**config.mk**
```make
export PLATFORM = sky130hd
export DESIGN_NAME = regfile_scoreboard
export DESIGN_NICKNAME = d
export VERILOG_FILES = /design/src/rtl/regfile_scoreboard.sv
export SDC_FILE = /design/constraint.sdc
export NUM_CORES = 2
export LEC_CHECK = 0
export BUFFER_PORTS_ARGS = -buffer_cell sky130_fd_sc_hd__buf_4
export CELL_PAD_IN_SITES_DETAIL_PLACEMENT = 0
export CELL_PAD_IN_SITES_GLOBAL_PLACEMENT = 1
export CORE_ASPECT_RATIO = 1.2
export CORE_MARGIN = 8
export CORE_UTILIZATION = 55
export DETAILED_ROUTE_END_ITERATION = 12
export PLACE_DENSITY = 0.89
export SYNTH_ARGS = -nofsm -noshare
export SYNTH_HDL_FRONTEND = slang
export SYNTH_SLANG_ARGS = --single-unit
```
**constraint.sdc**
```tcl
create_clock -name clk -period 4.5 [get_ports clk]
set_input_delay 0.225 -clock clk [delete_from_list [all_inputs] [get_ports clk]]
set_output_delay 0.225 -clock clk [all_outputs]
set_load 0.05 [all_outputs]
```
**src/rtl/regfile_scoreboard.sv**
```systemverilog
// Integer register file (2R/1W, x0 hard-wired to zero) with a per-register
// pending-write scoreboard used by the control FSM to stall operand fetch.
module regfile_scoreboard #(
  parameter int unsigned XLEN     = 64,
  parameter int unsigned NREGS    = 32,
  parameter int unsigned READ_REG = 0,
  parameter int unsigned BYPASS   = 1,
  localparam int unsigned AW      = $clog2(NREGS)
) (
  input  logic            clk,
  input  logic            rst_n,
  input  logic [AW-1:0]   rs1_addr,
  input  logic [AW-1:0]   rs2_addr,
  output logic [XLEN-1:0] rd1_data,
  output logic [XLEN-1:0] rd2_data,
  output logic            rs1_busy,
  output logic            rs2_busy,
  input  logic            we,
  input  logic [AW-1:0]   wr_addr,
  input  logic [XLEN-1:0] wr_data,
  input  logic            alloc_valid,
  input  logic [AW-1:0]   alloc_addr,
  output logic            any_busy
);

  logic [XLEN-1:0]  regs [NREGS];
  logic [NREGS-1:0] busy_q;
  logic [NREGS-1:0] busy_nxt;
  logic             wr_en;
  logic             wr_hit1;
  logic             wr_hit2;
  logic [XLEN-1:0]  rd1_c;
  logic [XLEN-1:0]  rd2_c;

  // Write decode and same-cycle forwarding hits (x0 never matches)
  always_comb begin
    wr_en   = we && (wr_addr != '0);
    wr_hit1 = (BYPASS != 0) && wr_en && (wr_addr == rs1_addr);
    wr_hit2 = (BYPASS != 0) && wr_en && (wr_addr == rs2_addr);
  end

  // Register array: whole-array async clear, x0 never written
  always_ff @(posedge clk or negedge rst_n) begin
    if (!rst_n) begin
      for (int unsigned i = 0; i < NREGS; i++) begin
        regs[i] <= '0;
      end
    end else if (wr_en) begin
      regs[wr_addr] <= wr_data;
    end
  end

  // Read-side data selection: x0 reads zero, optional write forwarding
  always_comb begin
    rd1_c = '0;
    rd2_c = '0;
    if (rs1_addr != '0) begin
      rd1_c = wr_hit1 ? wr_data : regs[rs1_addr];
    end
    if (rs2_addr != '0) begin
      rd2_c = wr_hit2 ? wr_data : regs[rs2_addr];
    end
  end

  if (READ_REG != 0) begin : g_rd_reg
    logic [XLEN-1:0] rd1_q;
    logic [XLEN-1:0] rd2_q;

    // One-cycle registered read; captures the same edge's forwarded write
    always_ff @(posedge clk or negedge rst_n) begin
      if (!rst_n) begin
        rd1_q <= '0;
        rd2_q <= '0;
      end else begin
        rd1_q <= rd1_c;
        rd2_q <= rd2_c;
      end
    end

    assign rd1_data = rd1_q;
    assign rd2_data = rd2_q;
  end else begin : g_rd_comb
    assign rd1_data = rd1_c;
    assign rd2_data = rd2_c;
  end

  // Scoreboard next state: writeback clears, allocation sets and wins a tie
  always_comb begin
    busy_nxt = busy_q;
    if (wr_en) begin
      busy_nxt[wr_addr] = 1'b0;
    end
    if (alloc_valid && (alloc_addr != '0)) begin
      busy_nxt[alloc_addr] = 1'b1;
    end
    busy_nxt[0] = 1'b0;
  end

  // Scoreboard state
  always_ff @(posedge clk or negedge rst_n) begin
    if (!rst_n) begin
      busy_q <= '0;
    end else begin
      busy_q <= busy_nxt;
    end
  end

  // Source busy reports; a same-cycle writeback hides the pending bit
  always_comb begin
    rs1_busy = (rs1_addr != '0) && busy_q[rs1_addr] && !wr_hit1;
    rs2_busy = (rs2_addr != '0) && busy_q[rs2_addr] && !wr_hit2;
    any_busy = |busy_q;
  end

endmodule

```
==> results.md <==
* DRC at 0
* Root buf cell: clkbuf_16
* Outcome: finished clean
* Register bit total from synthesis at 2,079
* Initial antenna violation count at 20
* Switching share of power at 28.7%
* Slew Viols, Final at 0
* Detailed placement HPWL at 205,000 um
* GRT Total Usage at 32.3%
* Setup Total Neg Slack at 0 ps
* Global-route wire length before repair at 526,000 um
* Port-buffer cells at 218
* Cell with the most instances after synthesis: dfrtp_1
* Max IR drop VDD at 0.455 mV
* Final setup margin at 263 ps
* Crit path top cell by count: buf_4
* Core ar. at 0.200 mm2
* Rel. slew slack at 10.6%
* CTS tree: yes
* Initial core utilization at 55.4%
* CP startpoint kind: primary input
* Final hold viol count at 0
* Mapped Nets at 7,789
* Drt pass-1 iters at 7
* Top cells by area, synth: dfrtp_1 (47%), mux2_2 (20%), mux4_2 (16%)
* Max-Cap Viols at 0
* Seq pwr share at 45.7%
* Actual slew at the worst max-slew pin at 1340 ps
* Commonest cells post-synth: dfrtp_1 (2,079), mux2_2 (1,994), mux4_2 (796)
* Share of the yosys chip area belonging to registers at 46.9%
* Synth Instances at 7,701
* Clk Latency, worst-skew pair at 870 ps
* RSZ-0062 raised after global routing: no
* Post-CTS Resized at 0
* Power Internal at 38,900 uW
* Area delta synth->final at 10.5%
* Final-report setup violation count at 0
* CTS Sinks at 2,079
* GRT overflow at 0
* Drt first-iter violations at 9,051
* Tcrit/Tclk final at 94.2%
* Period minus WS final at 4240 ps
* Switching power at 15,700 uW
* Ratio of cells with drive above 1 in the final layout at 46.9%
* Post-synthesis async set-or-reset flop share at 100%
* Clk pwr share at 32.8%
* Clk slew on worst S/H paths at 60 ps
* CTS H-tree depth at 4
* Pin count of the biggest net entering global routing at 195
* Crit path cell chain: dlygate4sd3_1 > buf_4 > or3_1 > o311ai_2 > o21ai_2 > buf_4 > nor2_1 > a221o_1 > buf_4
* Routed Antenna Nets at 0
* Power Density at 445 mW/mm2
* DIE HEIGHT at 508 um
* Routed WL at 355,000 um
* Die ar. at 0.217 mm2
* Worst Path Class, Setup: primary input to output port
* IO Pins at 219
* Cell Area, Synth at 0.111 mm2
* Worst hold path type: primary input to register
* CP required at 4280 ps
* Via count at 76,000
* Vias in the first global route at 79,500
* EDFF count, synth at 0
* Synth top area share at 46.9%
* Placement Setup Slack at 822 ps
* Clock tree buffer depth at 3
* FP Rows at 180
* CTS Buf Count at 208
* Clock skew at 0 ps
* Crit path DAT at 4010 ps
* Leak pwr at 0.0536 uW
* Top FF cell, synth: dfrtp_1
* YS warnings at 0
* Max Clk Rate at 236 MHz
* Die X at 426 um
* Slowest stage delay, CP at 740 ps
* Drt wl/cell at 34.3 um
* Crit end category: output port
* Slowest-stage cell, CP: nor2_1
* Yosys cell types at 59
* Drt via density at 7.34
* Final GP Congestion at 0.861
* CP Max Fanout at 14
* Gate power share at 21.6%
* Syn_area_per_cell at 14.4 um2
* Layout net count at 7,624
* Yosys top cell by area: dfrtp_1
-- path summary, 6_finish.rpt --
kind / startpoint / endpoint / slack (ps) / cells after the start
worst max-delay path: wr_addr[2] / rd2_data[53] / 260 / 9
worst max register to register: busy_q[3]$_DFF_PN0_ / busy_q[3]$_DFF_PN0_ / 3200 / 2
min in group asynchronous: rst_n / regs[24]$_DFFE_PN0P_ / 230 / 3
worst min-delay path: wr_addr[4] / busy_q[21]$_DFF_PN0_ / 150 / 4
worst min register to register: regs[1998]$_DFFE_PN0P_ / regs[1998]$_DFFE_PN0P_ / 400 / 0
max in group asynchronous: rst_n / regs[788]$_DFFE_PN0P_ / 2960 / 4
-- cell type report --
type	instances	area, um2
inverter	5	26.3
timing repair buffer	523	5240
antenna	14	35.0
sequential	2079	52000
tap	2639	3300
clock buffer	309	6050
multi-input combinational	4719	55000
fill	14700	77800
clock inverter	68	975
-- routing by layer --
layer | GRT usage, % | up-vias | share of wire [%]
met5 | 0 | - | 0.028
met4 | 18.6 | 14 | 6.7
met3 | 7.79 | 1374 | 9.6
met2 | 50.9 | 4643 | 47
met1 | 41.0 | 40400 | 37
li1 | - | 29600 | -
-- power by group through the flow --
stage / combinational (uW) / sequential (uW) / clock, uW
6_report: 11800 / 24900 / 17900
5_1_grt: 12500 / 25300 / 18700
4_1_cts: 11700 / 24800 / 18000
3_5_place_dp: 11600 / 25100 / 0
3_3_place_gp: 11300 / 24600 / 0
2_1_floorplan: 8850 / 24200 / 0
-- flip-flops by register name, indices dropped and copies added, names as in the netlist --
| name | count |
|---|---|
| regs | 2048 |
| busy_q | 31 |
-- cells by family after synthesis --
kind of cell           synth area share, %
AO/OA/AOI/OAI                         6.16
XOR/XNOR                            0.0789
buffers and inverters                 3.90
flip-flops                            46.9
multiplexers                          40.6
AND/OR/NAND/NOR                       2.35
-- critical path: cells and delay by family --
family	cells	cell delay, ps
compound gates	3	1250
buf+inv	4	1320
simple gates	2	1190
-- layout by cell type (no fill, tap or decap), drive strengths merged, types with 6 or more instances in the layout --
cell type,Yosys,final
o22ai,181,181
nand2,118,118
nor2b,55,55
a221o,17,17
nor3,58,58
and2,16,16
and3,11,11
a21oi,55,55
mux2,1994,1994
diode,0,14
mux2i,473,473
inv,3,10
a211oi,82,82
o21ai,141,141
nor4,14,14
a31oi,12,12
bufinv,0,14
mux4,796,796
xnor2,10,10
dfrtp,2079,2079
nor2,84,84
a221oi,129,129
a32o,56,56
o211ai,40,40
nand2b,38,38
clkinv,2,44
a22o,57,57
a2111oi,41,41
o221ai,31,31
buf,505,443
nand3,88,88
clkbuf,393,310
a22oi,67,67
dlygate4sd3,0,79
a211o,13,13
nand4b,6,6
-- stage by stage --
stage | power (uW) | instance area (um2) | cells | hold slack (ps) | utilization [%]
6_report | 54600 | 123000 | 10400 | 150 | 61.2
5_1_grt | 56500 | 123000 | 10300 | 145 | 61.2
4_1_cts | 54500 | 123000 | 10300 | 85.9 | 61.2
3_5_place_dp | 36700 | 115000 | 9884 | 181 | 57.2
3_3_place_gp | 35900 | 115000 | 9884 | 182 | 57.2
2_1_floorplan | 33000 | 111000 | 7701 | -70.6 | -
-- what timing repair did --
item,CTS,global route
setup buffers,0,0
hold endpoints to repair,3309,0
hold buffers,80,0
Power figures use the tool's default switching activity.
